[src/rtl/api_pkg.sv]
// Frame geometry and shared types for the API serial link.
// Used by both the controller side and the miner-side responder so
// the two ends agree on word width, frame length and the idle pattern.
package api_pkg;

  localparam int WORD_W   = 32;
  localparam int WORK_LEN = 23;

  localparam logic [WORD_W-1:0] IDLE_WORD = 32'hFFFF_FFFF;

  typedef enum logic {
    ST_IDLE   = 1'b0,
    ST_ACTIVE = 1'b1
  } frame_state_t;

endpackage

[src/rtl/api_miner_spi_if.sv]
// Bundle of the miner responder's link, work and nonce signals.
// slave: the miner responder; master: controller plus hash core side.
interface api_miner_spi_if #(
  parameter int NONCE_DEPTH = 8
);
  localparam int CNT_W = $clog2(NONCE_DEPTH) + 1;

  logic             load;
  logic             sck;
  logic             mosi;
  logic             miso;
  logic [31:0]      work_data;
  logic             work_push;
  logic             work_done;
  logic             frame_err;
  logic [31:0]      nonce_din;
  logic             nonce_push;
  logic             nonce_full;
  logic [CNT_W-1:0] nonce_cnt;
  logic             busy;

  modport slave (
    input  load, sck, mosi, nonce_din, nonce_push,
    output miso, work_data, work_push, work_done, frame_err,
           nonce_full, nonce_cnt, busy
  );

  modport master (
    output load, sck, mosi, nonce_din, nonce_push,
    input  miso, work_data, work_push, work_done, frame_err,
           nonce_full, nonce_cnt, busy
  );

endinterface

[src/rtl/api_nonce_fifo.sv]
// Small synchronous nonce FIFO with first-word-fall-through output.
// A push while full only lands if a pop frees a slot in the same cycle;
// a pop while empty is ignored (the caller substitutes its idle word).
module api_nonce_fifo #(
  parameter int DEPTH = 8,
  parameter int WIDTH = 32
) (
  input  logic                       clk,
  input  logic                       rst_n,
  input  logic                       push,
  input  logic                       pop,
  input  logic [WIDTH-1:0]           din,
  output logic [WIDTH-1:0]           dout,
  output logic [$clog2(DEPTH):0]     count,
  output logic                       full,
  output logic                       empty
);
  localparam int AW = $clog2(DEPTH);
  localparam int CW = AW + 1;

  logic [WIDTH-1:0] r_mem [DEPTH];
  logic [AW-1:0]    r_wr_ptr;
  logic [AW-1:0]    r_rd_ptr;
  logic [CW-1:0]    r_count;
  logic             w_do_push;
  logic             w_do_pop;

  assign full      = (r_count == CW'(DEPTH));
  assign empty     = (r_count == '0);
  assign count     = r_count;
  assign dout      = r_mem[r_rd_ptr];
  assign w_do_pop  = pop & ~empty;
  assign w_do_push = push & (~full | w_do_pop);

  // Storage array; contents need no reset since the pointers define validity.
  always_ff @(posedge clk) begin
    if (w_do_push) r_mem[r_wr_ptr] <= din;
  end

  // Pointer and occupancy bookkeeping.
  always_ff @(posedge clk or negedge rst_n) begin
    if (!rst_n) begin
      r_wr_ptr <= '0;
      r_rd_ptr <= '0;
      r_count  <= '0;
    end else begin
      if (w_do_push) r_wr_ptr <= r_wr_ptr + 1'b1;
      if (w_do_pop)  r_rd_ptr <= r_rd_ptr + 1'b1;
      case ({w_do_push, w_do_pop})
        2'b10:   r_count <= r_count + 1'b1;
        2'b01:   r_count <= r_count - 1'b1;
        default: r_count <= r_count;
      endcase
    end
  end

endmodule

[src/rtl/api_miner_spi.sv]
// Miner-side responder for the API serial link.
// Reassembles 32-bit work words from mosi and streams queued nonces
// (or the idle word) back on miso, MSB first, in the same transfer.
//
// state     | meaning
// ----------+--------------------------------------------------
// ST_IDLE   | no frame; sck ignored, miso held 0
// ST_ACTIVE | frame open (synced load high); shifting in/out
module api_miner_spi
  import api_pkg::*;
#(
  parameter int NONCE_DEPTH = 8
) (
  input  logic           clk,
  input  logic           rst_n,
  api_miner_spi_if.slave bus
);
  localparam int CNT_W = $clog2(NONCE_DEPTH) + 1;
  localparam int BC_W  = $clog2(WORD_W);
  localparam int WC_W  = $clog2(WORK_LEN + 2);
  // word_cnt saturates one past WORK_LEN so an over-long frame stays flagged.
  localparam logic [WC_W-1:0] WL    = WC_W'(WORK_LEN);
  localparam logic [WC_W-1:0] WL_M1 = WC_W'(WORK_LEN - 1);

  logic r_load_s1, r_load_s2, r_load_h;
  logic r_sck_s1, r_sck_s2, r_sck_h;
  logic r_mosi_s1, r_mosi_s2;
  logic w_load_rise, w_load_fall, w_sck_rise, w_sck_fall;

  frame_state_t r_state, w_state_nxt;
  logic w_start, w_end, w_rise, w_fall;

  logic [BC_W-1:0]   r_bit_cnt;
  logic [WC_W-1:0]   r_word_cnt;
  logic              r_first;
  logic [WORD_W-1:0] r_rx_shift;
  logic [WORD_W-1:0] r_tx_shift;
  logic [WORD_W-1:0] r_work_data;
  logic              r_work_push;
  logic              r_work_done;
  logic              r_frame_err;

  logic              w_pop;
  logic              w_fifo_empty;
  logic              w_fifo_full;
  logic [WORD_W-1:0] w_fifo_dout;
  logic [WORD_W-1:0] w_head;
  logic [CNT_W-1:0]  w_fifo_count;

  // Two-flop synchronisers for the controller inputs, plus edge history.
  always_ff @(posedge clk or negedge rst_n) begin
    if (!rst_n) begin
      r_load_s1 <= 1'b0;
      r_load_s2 <= 1'b0;
      r_load_h  <= 1'b0;
      r_sck_s1  <= 1'b0;
      r_sck_s2  <= 1'b0;
      r_sck_h   <= 1'b0;
      r_mosi_s1 <= 1'b0;
      r_mosi_s2 <= 1'b0;
    end else begin
      r_load_s1 <= bus.load;
      r_load_s2 <= r_load_s1;
      r_load_h  <= r_load_s2;
      r_sck_s1  <= bus.sck;
      r_sck_s2  <= r_sck_s1;
      r_sck_h   <= r_sck_s2;
      r_mosi_s1 <= bus.mosi;
      r_mosi_s2 <= r_mosi_s1;
    end
  end

  assign w_load_rise = r_load_s2 & ~r_load_h;
  assign w_load_fall = ~r_load_s2 & r_load_h;
  assign w_sck_rise  = r_sck_s2 & ~r_sck_h;
  assign w_sck_fall  = ~r_sck_s2 & r_sck_h;

  // Frame state register.
  always_ff @(posedge clk or negedge rst_n) begin
    if (!rst_n) r_state <= ST_IDLE;
    else        r_state <= w_state_nxt;
  end

  // Frame open/close decisions; sck edges only count while a frame is open
  // and never in the cycle that opens or closes it.
  always_comb begin
    w_state_nxt = r_state;
    w_start     = 1'b0;
    w_end       = 1'b0;
    w_rise      = 1'b0;
    w_fall      = 1'b0;
    case (r_state)
      ST_IDLE: begin
        if (w_load_rise) begin
          w_start     = 1'b1;
          w_state_nxt = ST_ACTIVE;
        end
      end
      ST_ACTIVE: begin
        if (w_load_fall) begin
          w_end       = 1'b1;
          w_state_nxt = ST_IDLE;
        end else begin
          w_rise = w_sck_rise;
          w_fall = w_sck_fall;
        end
      end
      default: w_state_nxt = ST_IDLE;
    endcase
  end

  // A new tx word is needed at frame start and after each full word sent.
  assign w_pop  = w_start | (w_fall & (r_bit_cnt == '0) & ~r_first);
  assign w_head = w_fifo_empty ? IDLE_WORD : w_fifo_dout;

  // Shift registers, bit/word counters and the output strobes.
  always_ff @(posedge clk or negedge rst_n) begin
    if (!rst_n) begin
      r_bit_cnt   <= '0;
      r_word_cnt  <= '0;
      r_first     <= 1'b0;
      r_rx_shift  <= '0;
      r_tx_shift  <= IDLE_WORD;
      r_work_data <= '0;
      r_work_push <= 1'b0;
      r_work_done <= 1'b0;
      r_frame_err <= 1'b0;
    end else begin
      r_work_push <= 1'b0;
      r_work_done <= 1'b0;
      r_frame_err <= 1'b0;
      if (w_start) begin
        r_bit_cnt  <= '0;
        r_word_cnt <= '0;
        r_first    <= 1'b1;
        r_tx_shift <= w_head;
      end else if (w_end) begin
        r_frame_err <= (r_bit_cnt != '0) || (r_word_cnt != WL);
      end else begin
        if (w_rise) begin
          r_rx_shift <= {r_rx_shift[WORD_W-2:0], r_mosi_s2};
          r_bit_cnt  <= r_bit_cnt + 1'b1;
          if (r_bit_cnt == '1) begin
            if (r_word_cnt < WL) begin
              r_work_push <= 1'b1;
              r_work_data <= {r_rx_shift[WORD_W-2:0], r_mosi_s2};
              r_work_done <= (r_word_cnt == WL_M1);
            end
            if (r_word_cnt <= WL) r_word_cnt <= r_word_cnt + 1'b1;
          end
        end
        if (w_fall) begin
          r_first <= 1'b0;
          if ((r_bit_cnt == '0) && !r_first) r_tx_shift <= w_head;
          else                               r_tx_shift <= {r_tx_shift[WORD_W-2:0], 1'b0};
        end
      end
    end
  end

  api_nonce_fifo #(
    .DEPTH (NONCE_DEPTH),
    .WIDTH (WORD_W)
  ) u_nonce_fifo (
    .clk   (clk),
    .rst_n (rst_n),
    .push  (bus.nonce_push),
    .pop   (w_pop),
    .din   (bus.nonce_din),
    .dout  (w_fifo_dout),
    .count (w_fifo_count),
    .full  (w_fifo_full),
    .empty (w_fifo_empty)
  );

  assign bus.busy       = (r_state == ST_ACTIVE);
  assign bus.miso       = (r_state == ST_ACTIVE) & r_tx_shift[WORD_W-1];
  assign bus.work_data  = r_work_data;
  assign bus.work_push  = r_work_push;
  assign bus.work_done  = r_work_done;
  assign bus.frame_err  = r_frame_err;
  assign bus.nonce_full = w_fifo_full;
  assign bus.nonce_cnt  = w_fifo_count;

endmodule

[src/flat_wrapper.sv]
// flat-port wrapper written by rule: the top's interface ports become plain ports
module api_miner_spi_flat import api_pkg::*;
#(
  parameter int NONCE_DEPTH = 8
)
  (clk, rst_n, bus_load, bus_sck, bus_mosi, bus_nonce_din, bus_nonce_push, bus_miso, bus_work_data, bus_work_push, bus_work_done, bus_frame_err, bus_nonce_full, bus_nonce_cnt, bus_busy);
  api_miner_spi_if #(.NONCE_DEPTH(NONCE_DEPTH)) bus_i ();
  input  logic clk;
  input  logic rst_n;
  input wire logic [$bits(bus_i.load)-1:0] bus_load;
  input wire logic [$bits(bus_i.sck)-1:0] bus_sck;
  input wire logic [$bits(bus_i.mosi)-1:0] bus_mosi;
  input wire logic [$bits(bus_i.nonce_din)-1:0] bus_nonce_din;
  input wire logic [$bits(bus_i.nonce_push)-1:0] bus_nonce_push;
  output wire logic [$bits(bus_i.miso)-1:0] bus_miso;
  output wire logic [$bits(bus_i.work_data)-1:0] bus_work_data;
  output wire logic [$bits(bus_i.work_push)-1:0] bus_work_push;
  output wire logic [$bits(bus_i.work_done)-1:0] bus_work_done;
  output wire logic [$bits(bus_i.frame_err)-1:0] bus_frame_err;
  output wire logic [$bits(bus_i.nonce_full)-1:0] bus_nonce_full;
  output wire logic [$bits(bus_i.nonce_cnt)-1:0] bus_nonce_cnt;
  output wire logic [$bits(bus_i.busy)-1:0] bus_busy;
  assign bus_i.load = bus_load;
  assign bus_i.sck = bus_sck;
  assign bus_i.mosi = bus_mosi;
  assign bus_i.nonce_din = bus_nonce_din;
  assign bus_i.nonce_push = bus_nonce_push;
  assign bus_miso = bus_i.miso;
  assign bus_work_data = bus_i.work_data;
  assign bus_work_push = bus_i.work_push;
  assign bus_work_done = bus_i.work_done;
  assign bus_frame_err = bus_i.frame_err;
  assign bus_nonce_full = bus_i.nonce_full;
  assign bus_nonce_cnt = bus_i.nonce_cnt;
  assign bus_busy = bus_i.busy;
  api_miner_spi #(.NONCE_DEPTH(NONCE_DEPTH)) u_core (.clk(clk), .rst_n(rst_n), .bus(bus_i));
endmodule
[config.mk]
export PLATFORM = sky130hd
export DESIGN_NAME = api_miner_spi_flat
export DESIGN_NICKNAME = d
export VERILOG_FILES = /design/src/rtl/api_pkg.sv /design/src/rtl/api_miner_spi_if.sv /design/src/rtl/api_nonce_fifo.sv /design/src/rtl/api_miner_spi.sv /design/src/flat_wrapper.sv
export SDC_FILE = /design/constraint.sdc
export NUM_CORES = 1
export LEC_CHECK = 0
export ABC_CLOCK_PERIOD_IN_PS = 4400
export CORE_ASPECT_RATIO = 0.75
export CORE_UTILIZATION = 54
export CTS_CLUSTER_DIAMETER = 80
export DETAILED_ROUTE_END_ITERATION = 12
export PLACE_DENSITY = 0.78
export SYNTH_ARGS = -nofsm -noshare
export SYNTH_HDL_FRONTEND = slang
export SYNTH_SLANG_ARGS = --single-unit
[constraint.sdc]
create_clock -name clk -period 4.4 [get_ports clk]
set_clock_uncertainty 0.2 [all_clocks]
set_input_delay 0.44 -clock clk [delete_from_list [all_inputs] [get_ports clk]]
set_output_delay 0.44 -clock clk [all_outputs]
set_load 0.03 [all_outputs]
Word-level counts from Yosys, hierarchy flattened. Memories as Yosys holds them, arrays and structs flattened. Index checks and enable logic that the tools add are counted.

Memory bits (writable): 256. Memories: 1. Word-level logic and storage cells: 115. Input bits: 38. Bits in registers: 128. Output and inout port bits: 42.

Memory list: u_core.u_nonce_fifo.r_mem (words 8, bits a word 32, rd ports 1, clocked after Yosys merged registers in 0, write ports 1, line api_nonce_fifo.sv:21) `logic [WIDTH-1:0] r_mem [DEPTH];`.

Bitwise logic cells: 21. Magnitude comparators: 2. Equal/unequal tests: 7. $add $sub $neg: 6. Reductions and logical operators: 16. Mux-type cells: 41.

Operators with widths (number): 2-to-1 mux 32 bit (5); 2-to-1 mux 5 bit (8); 2-to-1 mux 1 bit (26); adder 5 x 1 -> 5 bit, second input constant (2); == test 5 bit, second input constant (2); inverter 1 bit (10); nonzero test 2 bit (5); AND 1 bit (9); case mux 4 bit (2 select lines) (1); adder 3 x 1 -> 3 bit, second input constant (2); less-or-equal comparator 5 bit, second input constant (1); logical NOT 5 bit (1); less-than comparator 5 bit, second input constant (1); != test 5 bit, second input constant (1); AND reduction 5 bit (1); nonzero test 5 bit (1); adder 4 x 1 -> 4 bit, second input constant (1); == test 4 bit, second input constant (1); logical NOT 4 bit (1); AND reduction 2 bit (2); AND reduction 4 bit (1); subtractor 4 x 1 -> 4 bit, second input constant (1); AND reduction 3 bit (1); == test 2 x 1 -> 1 bit, second input constant (1); 7 further kinds (8).

Logic depth before layout (Yosys ltp). Gate-level depths: netlist of run 1.

Depth after elaboration: 12. Mapped depth: 13.

By module. A second synthesis of run 1 with hierarchy kept.

Cell total of the unflattened synthesis: 909. Area, all modules: 15643.8 um^2.

Modules (own cells, without submodules): api_nonce_fifo (instances 1, area each 10407.5 um^2, cells each 439); api_miner_spi (instances 1, area each 5236.3 um^2, cells each 470).

Worst setup path before layout of run 1. OpenSTA, ideal clock, no wires.

Kind: reg2reg. Start: register u_core.r_state, in the netlist u_core.bus.busy. End: memory u_core.u_nonce_fifo.r_mem[1][0] (enable). Buffers on the path: 0. Slack: 0.066 ns. Library setup time: 0.461 ns. Data required time: 3.739 ns. Cell stages (with the launch flop): 6. Arrival: 3.673 ns. Clock period less this slack: 4.334 ns. Cells stage by stage: dfrtp_1 > nand2_1 > or3_4 > o211ai_2 > nand3_1 > nor3_1.

Cells in the longest elaborated chain, start to end: 9.

Ends and longest elaborated chain: start: declaration (line api_miner_spi.sv:30) `frame_state_t r_state, w_state_nxt;`; start signal: assignment (line api_miner_spi.sv:81) `else r_state <= w_state_nxt;`; 2-to-1 mux 1 bit (line api_miner_spi.sv:92) `case (r_state)`; AND 1 bit (2 in series) (line api_miner_spi.sv:113) `assign w_pop = w_start | (w_fall & (r_bit_cnt == '0) & ~r_first);`; bitwise OR 1 bit (*) (line api_miner_spi.sv:113); AND 1 bit (*) (line api_nonce_fifo.sv:32) `assign w_do_pop = pop & ~empty;`; bitwise OR 1 bit (*) (line api_nonce_fifo.sv:33) `assign w_do_push = push & (~full | w_do_pop);`; AND 1 bit (*) (line api_nonce_fifo.sv:33); 2-to-1 mux 1 bit (*) (line api_nonce_fifo.sv:37) `if (w_do_push) r_mem[r_wr_ptr] <= din;`; 2-to-1 mux 1 bit (implied by the code) (*) (line api_nonce_fifo.sv:37); end: declaration (line api_nonce_fifo.sv:21).

Mark *: on every way between the ends. The rest lies on a longest branch, timed or not.

Worst setup path after layout of run 1.
Start: register u_core.r_bit_cnt[0]. End: register u_core.u_nonce_fifo.r_count[3], in the netlist u_core.u_nonce_fifo.count[3].

Cells in the longest elaborated chain, start to end: 9.

Ends and longest elaborated chain: start: declaration (line api_miner_spi.sv:33) `logic [BC_W-1:0] r_bit_cnt;`; start signal: assignment (line api_miner_spi.sv:142) `r_bit_cnt <= r_bit_cnt + 1'b1;`; logical NOT 5 bit (*) (line api_miner_spi.sv:113); AND 1 bit (*) (2 in series) (line api_miner_spi.sv:113); bitwise OR 1 bit (*) (line api_miner_spi.sv:113); AND 1 bit (*) (line api_nonce_fifo.sv:32); bitwise OR 1 bit (line api_nonce_fifo.sv:33); AND 1 bit (line api_nonce_fifo.sv:33); == test 2 x 1 -> 1 bit or == test 2 bit (tied branches) (line api_nonce_fifo.sv:49) `case ({w_do_push, w_do_pop})`; case mux 4 bit (2 select lines) or nonzero test 2 bit (tied branches); end signal: assignment (line api_nonce_fifo.sv:50) `2'b10: r_count <= r_count + 1'b1;`; end signal: assignment (line api_nonce_fifo.sv:51) `2'b01: r_count <= r_count - 1'b1;`; end signal: assignment (line api_nonce_fifo.sv:52) `default: r_count <= r_count;`; end: declaration (line api_nonce_fifo.sv:24) `logic [CW-1:0] r_count;`.

Marks and branches as above. A chain may end at the register's enable or synchronous reset.

==> results of run 1 <==
[cells in the mapped netlist (4+ instances only)]
| cell | instances | area share |
|---|---|---|
| a21oi_1 | 5 | 0.0017 |
| dfrtp_1 | 96 | 0.16 |
| nand3_1 | 8 | 0.0027 |
| clkbuf_1 | 13 | 0.0032 |
| nand2b_1 | 5 | 0.0021 |
| mux4_2 | 64 | 0.095 |
| nor3_1 | 4 | 0.0013 |
| ha_1 | 9 | 0.0075 |
| inv_1 | 10 | 0.0025 |
| buf_2 | 15 | 0.0050 |
| buf_4 | 5 | 0.0025 |
| nor2_1 | 21 | 0.0052 |
| buf_1 | 9 | 0.0022 |
| dfstp_2 | 32 | 0.056 |
| a22oi_1 | 31 | 0.015 |
| edfxtp_1 | 256 | 0.51 |
| nand2_1 | 11 | 0.0027 |
| mux2i_1 | 34 | 0.023 |
| o21ai_0 | 37 | 0.012 |
| mux2_2 | 64 | 0.048 |
| a21o_1 | 31 | 0.015 |
| xnor2_1 | 6 | 0.0035 |
[repair_timing]
action | in CTS | in global routing
hold buffers | 1 | 0
setup endpoints to repair | 0 | 0
hold endpoints to repair | 39 | 0
[metal layers]
metal  vias to the layer above  share of wire
met5                         -              0
met1                      4093           0.44
li1                       3418              -
met2                       267           0.49
met4                         0          0.018
met3                        43          0.057
[worst min path at each step]
stage | from | to | slack, ns
final | u_core.r_mosi_s1 | u_core.r_mosi_s2 | 0.15
after global routing | bus_mosi | u_core.r_mosi_s1 | 0.16
after CTS | u_core.r_mosi_s1 | u_core.r_mosi_s2 | 0.16
after detailed placement | u_core.r_mosi_s1 | u_core.r_mosi_s2 | 0.14
after global placement | u_core.r_mosi_s1 | u_core.r_mosi_s2 | 0.13
after floorplan | rst_n | u_core.bus.busy | -0.06
[critical path, cell delays in order (launching register included)]
cell     delay, ns
dfrtp_1       0.42
inv_1         0.07
ha_1          0.14
nor4b_2       0.28
and2b_1       0.17
buf_4         0.30
a21oi_1       0.24
or3_1         0.45
inv_2         0.08
ha_1          0.25
a21oi_1       0.14
nand2_1       0.12
and2_1        0.19
a221o_1       0.33
[cell families after synthesis]
logic type | count (synthesis) | synth area share
flip-flops | 384 | 0.723
multiplexers | 163 | 0.166
AO/OA/AOI/OAI | 123 | 0.0557
AND/OR/NAND/NOR | 69 | 0.0242
buffers and inverters | 53 | 0.0157
adder cells (fa/ha/maj) | 11 | 0.00944
XOR/XNOR | 9 | 0.00522
[metrics by stage]
stage          worst slack [ns]  instances   util  hold slack, ns  cell area [sq um]
2_1_floorplan            0.0663        812      -         -0.0556              15100
3_3_place_gp               1.01       1222  0.603           0.134              16400
3_5_place_dp              0.914       1222  0.603           0.143              16400
4_1_cts                   0.916       1289  0.645           0.157              17600
5_1_grt                   0.637       1289  0.645           0.165              17600
6_report                  0.914       1289  0.645           0.153              17600
[power by group]
group / leakage, nW / switching (mW) / internal (mW)
logic: 2.07 / 1.17 / 1.13
clock network: 0.563 / 1.26 / 1.76
registers: 3.94 / 0.420 / 4.52
total: 6.57 / 2.86 / 7.41
[sequential cells by signal, summed over array words and instances (netlist names)]
name	count
u_core.u_nonce_fifo.r_mem	256
u_core.bus.work_data	32
u_core.r_tx_shift	32
u_core.r_rx_shift	31
u_core.r_bit_cnt	5
u_core.r_word_cnt	5
u_core.u_nonce_fifo.count	4
u_core.u_nonce_fifo.r_rd_ptr	3
u_core.u_nonce_fifo.r_wr_ptr	3
u_core.bus.busy	1
u_core.bus.frame_err	1
u_core.bus.work_done	1
u_core.bus.work_push	1
u_core.r_first	1
u_core.r_load_h	1
u_core.r_load_s1	1
u_core.r_load_s2	1
u_core.r_mosi_s1	1
u_core.r_mosi_s2	1
u_core.r_sck_h	1
u_core.r_sck_s1	1
u_core.r_sck_s2	1
[layout make-up]
cell class	instances	area, sq um
Clock buffer	54	1040
Fill cell	1808	9670
Clock inverter	12	115
Sequential cell	384	10900
Inverter	11	41.3
Timing Repair Buffer	102	1010
Multi-Input combinational cell	375	4010
Tap cell	351	439
==> results.sh, run 1 <==
export IMPL_status="finished, final reports clean"
export IMPL_layout_min_cycle_time_ns=3.49
export IMPL_num_rows=52
export IMPL_worst_path_max_fanout=32
export IMPL_ys_ff_latch=384
export IMPL_h_tree_depth=2
export IMPL_cts_buffers=36
export IMPL_busiest_layer="met2"
export IMPL_numClockSinks=384
export IMPL_area_growth_pct=16.4
export IMPL_endpoint="u_core.u_nonce_fifo.count[3]"
export IMPL_worst_pin_slew_ns=0.847
export IMPL_drive_gt1_frac=0.271
export IMPL_tns_ns=0
export IMPL_coreArea_sq_um=27300
export IMPL_routed_wl_microns=29100
export IMPL_ctsRootBufferMaster="clkbuf_16"
export IMPL_ys_dominant_reg_cell="edfxtp_1"
export IMPL_ys_types=53
export IMPL_tritoncts="yes"
export IMPL_ir_worst_vdd_mv=0.376
export IMPL_synthArstFlopShare=0.333
export IMPL_finalNetCount=958
export IMPL_max_freq_ghz=0.287
export IMPL_yosysWarnings=0
export IMPL_drt_iter0_markers=583
export IMPL_leakagePower_nw=6.57
export IMPL_worst_r2r_endpoint="u_core.u_nonce_fifo.count[3]"
export IMPL_dieArea_sq_um=28700
export IMPL_clk_latency_ns=0.51
export IMPL_arrival_ns=3.68
export IMPL_rsz0062_at_grt="no"
export IMPL_vias_per_cell=6.07
export IMPL_fin_crit_sh=0.792
export IMPL_met3_usage=0.0326
export IMPL_final_common_cell="edfxtp_1"
export IMPL_hold_path_class="flop to flop"
export IMPL_die_w_microns=195
export IMPL_dp_hpwl_microns=17000
export IMPL_hold_depth=0
export IMPL_total_power_mw=10.3
export IMPL_synth_nets=860
export IMPL_initial_core_util=0.554
export IMPL_cp_end_kind="flop"
export IMPL_slew_headroom=0.435
export IMPL_wl_per_cell_microns=22.6
export IMPL_num_vias=7821
export IMPL_grt_pass1_vias=8047
export IMPL_worstSetupStartpoint="u_core.r_bit_cnt[0]"
export IMPL_met1_usage=0.306
export IMPL_synthCells=812
export IMPL_global_route_usage_met2=0.329
export IMPL_cts_setup_buffers=0
export IMPL_grt_ovfl_total=0
export IMPL_r2r_slack_ns=0.91
export IMPL_startpoint_type="flop"
export IMPL_cp_data_required_time_ns=4.59
export IMPL_synth_area_sq_um=15100
export IMPL_critical_path_class="flop to flop"
export IMPL_ys_seq_area_frac=0.723
export IMPL_ff2ff_path_depth=13
export IMPL_powerDensity_nw_per_um2=584
export IMPL_fp_dieH_microns=147
export IMPL_maxSlewViolCount=0
export IMPL_clk_pin_slew_ns=0.07
export IMPL_grtUsageTotal=0.208
export IMPL_io_pins=80
export IMPL_antenna_cells=0
export IMPL_grt_pass1_wl_microns=45700
export IMPL_port_buffers=79
export IMPL_cts_resized_gates=0
export IMPL_max_clock_path_buffers=3
export IMPL_grt_antenna_before_repair=0
export IMPL_synth_edff_count=256
export IMPL_hold_viol_final=0
export IMPL_drcViolationCount=0
export IMPL_grt_max_degree=77
export IMPL_drv_cap=0
export IMPL_gp_routability_congestion=0.819
export IMPL_avgSynthCellArea_sq_um=18.6
export IMPL_r2r_start="u_core.r_bit_cnt[0]"
export IMPL_setup_viol=0
export IMPL_ant_nets=0
export IMPL_layout_common_cells="256 x edfxtp_1, 93 x dfrtp_1, 78 x clkdlybuf4s50_1"
export IMPL_dr_pass1_iters=7
(Power assumes the default switching activity.)
==> run 2, diff against run 1 <==
--- a/config.mk
+++ b/config.mk
@@ -5,12 +5,12 @@
 export SDC_FILE = /design/constraint.sdc
 export NUM_CORES = 1
 export LEC_CHECK = 0
-export ABC_CLOCK_PERIOD_IN_PS = 4400
+export ABC_CLOCK_PERIOD_IN_PS = 3510
 export CORE_ASPECT_RATIO = 0.75
-export CORE_UTILIZATION = 54
+export CORE_UTILIZATION = 59
 export CTS_CLUSTER_DIAMETER = 80
 export DETAILED_ROUTE_END_ITERATION = 12
-export PLACE_DENSITY = 0.78
+export PLACE_DENSITY = 0.81
 export SYNTH_ARGS = -nofsm -noshare
 export SYNTH_HDL_FRONTEND = slang
 export SYNTH_SLANG_ARGS = --single-unit
==> constraint.sdc (replaced) <==
create_clock -name clk -period 3.51 [get_ports clk]
set_clock_uncertainty 0.2 [all_clocks]
set_input_delay 0.351 -clock clk [delete_from_list [all_inputs] [get_ports clk]]
set_output_delay 0.351 -clock clk [all_outputs]
set_load 0.03 [all_outputs]
==> results.sh, run 2 (synthesized netlist as in run 1, its figures left out) <==
export IMPL_status="finished, final reports clean"
export IMPL_layout_min_cycle_time_ns=3.07
export IMPL_powerDensity_nw_per_um2=731
export IMPL_maxSlewViolCount=0
export IMPL_pwr_share_clk=0.291
export IMPL_drive_gt1_frac=0.276
export IMPL_largest_reg_flops=256
export IMPL_area_growth_pct=16.7
export IMPL_cts_buffers=36
export IMPL_path_cells="inv_1, ha_1, nor4b_2, and2b_1, a21oi_1, or3_1, inv_2, ha_1, a21oi_1, nand2_1, and2_1, a221o_1"
export IMPL_grt_antenna_before_repair=0
export IMPL_pwr_share_seq=0.479
export IMPL_fin_crit_sh=0.876
export IMPL_slew_headroom=0.499
export IMPL_combPwrFrac=0.231
export IMPL_regMostFlops="u_core.u_nonce_fifo.r_mem"
export IMPL_tns_ns=0
export IMPL_hold_viol_final=0
export IMPL_ir_worst_vdd_mv=0.562
export IMPL_power_switching_mw=3.59
export IMPL_rsz0062_at_grt="no"
export IMPL_tritoncts="yes"
export IMPL_coreArea_sq_um=25000
export IMPL_routed_wl_microns=29700
export IMPL_critPathMaxStageDelay_ns=0.42
export IMPL_grt_ovfl_total=0
export IMPL_max_clock_path_buffers=3
export IMPL_worst_pin_slew_ns=0.751
export IMPL_layout_common_cells="256 x edfxtp_1, 93 x dfrtp_1, 78 x clkdlybuf4s50_1"
export IMPL_drv_cap=0
export IMPL_critical_path_class="flop to flop"
export IMPL_arrival_ns=3.25
export IMPL_crit_slowest_cell="or3_1"
export IMPL_grt_pass1_vias=8138
export IMPL_cp_data_required_time_ns=3.69
export IMPL_cp_end_kind="flop"
export IMPL_num_vias=7860
export IMPL_dieArea_sq_um=26300
export IMPL_max_freq_ghz=0.325
export IMPL_dr_pass1_iters=5
export IMPL_dp_hpwl_microns=17400
export IMPL_clk_pin_slew_ns=0.06
export IMPL_hold_path_class="input pin to flop"
export IMPL_total_power_mw=12.9
export IMPL_fp_dieH_microns=141
export IMPL_setup_viol=0
export IMPL_ctsRootBufferMaster="clkbuf_16"
export IMPL_netSwitchingFraction=0.278
export IMPL_numClockSinks=384
export IMPL_grt_max_degree=75
export IMPL_p_int_mw=9.30
export IMPL_h_tree_depth=2
export IMPL_register_area_sq_um=10900
export IMPL_initial_core_util=0.604
export IMPL_io_pins=80
export IMPL_port_buffers=79
export IMPL_cts_setup_buffers=0
export IMPL_grt_pass1_wl_microns=47300
export IMPL_ant_nets=0
export IMPL_die_w_microns=187
export IMPL_num_rows=50
export IMPL_finalNetCount=966
export IMPL_gp_routability_congestion=0.829
export IMPL_grtUsageTotal=0.237
export IMPL_drt_iter0_markers=824
export IMPL_worst_path_max_fanout=4
export IMPL_leakagePower_nw=6.60
export IMPL_n_fill_cell=1509
export IMPL_startpoint_type="flop"
export IMPL_final_common_cell="edfxtp_1"
export IMPL_antenna_cells=0
export IMPL_wl_per_cell_microns=23.2
export IMPL_drcViolationCount=0
export IMPL_clk_latency_ns=0.51
export IMPL_vias_per_cell=6.14
export IMPL_multi_input_area_sq_um=4020
-- run 2: changes by cell type in the layout (fill, tap and decap cells not counted), moves of 2 or more --
cell        change
clkbuf_8        -5
nor3_2          -2
inv_6           -2
clkinvlp_4      +2
nor3_4          +2
clkinv_2        +2
buf_4           +7
-- run 2: what timing repair did --
| item | CTS | global route |
|---|---|---|
| hold endpoints to repair | 31 | 0 |
| resized for setup | 0 | 0 |
| hold buffers | 1 | 0 |
-- run 2: final timing paths --
| kind | end | from | slack [ns] | cells past startpoint |
|---|---|---|---|---|
| max in group asynchronous | u_core.r_tx_shift[16] | rst_n | 1.99 | 3 |
| min in group asynchronous | u_core.bus.work_data[24] | rst_n | 0.24 | 2 |
| max | u_core.u_nonce_fifo.count[3] | u_core.r_bit_cnt[0] | 0.44 | 12 |
| max reg2reg | u_core.u_nonce_fifo.count[3] | u_core.r_bit_cnt[0] | 0.44 | 12 |
| min reg2reg | u_core.r_mosi_s2 | u_core.r_mosi_s1 | 0.15 | 0 |
| min | u_core.r_mosi_s1 | bus_mosi | 0.09 | 1 |
-- run 2: worst max-delay path: cells and delay by family (launching register included) --
| kind | cells | cell delay [ns] |
|---|---|---|
| DFF | 1 | 0.41 |
| adders and majority gates | 2 | 0.39 |
| buffers and inverters | 2 | 0.15 |
| AOI/OAI and AO/OA | 3 | 0.57 |
| and+or+nand+nor | 5 | 1.24 |
-- run 2: power by group through the flow --
stage                     Sequential [mW]  Clock [mW]  Combinational [mW]
after floorplan                      6.00           0                2.20
after global placement               6.20           0                2.91
after detailed placement             6.24           0                2.98
after CTS                            6.17        3.82                3.01
after global routing                 6.24        3.97                3.20
final                                6.17        3.74                2.97
-- run 2: layout make-up --
cell class              count  area share
inverters                  11     0.00234
flip-flops and latches    384       0.621
well taps                 338      0.0240
clock inverters            14     0.00816
repair buffers            110      0.0616
clock buffers              49      0.0553
multi-input cells         375       0.228
-- run 2: per-stage QoR --
step	area [sq um]	cells	hold slack, ns	worst slack, ns	utilization
floorplan	15100	812	-0.145	0.0281	-
global placement	16500	1217	0.137	0.560	0.659
detailed placement	16500	1217	0.141	0.464	0.659
CTS	17600	1281	0.0667	0.446	0.704
global route	17600	1281	0.0742	0.221	0.704
finish	17600	1281	0.0880	0.437	0.704
-- run 2: routing by layer --
metal | GRT usage | vias up | routed length [microns]
li1 | - | 3429 | -
met4 | 0.0686 | 0 | 620
met3 | 0.0466 | 54 | 2130
met5 | 0.00733 | - | 0
met2 | 0.361 | 298 | 13800
met1 | 0.355 | 4079 | 13200
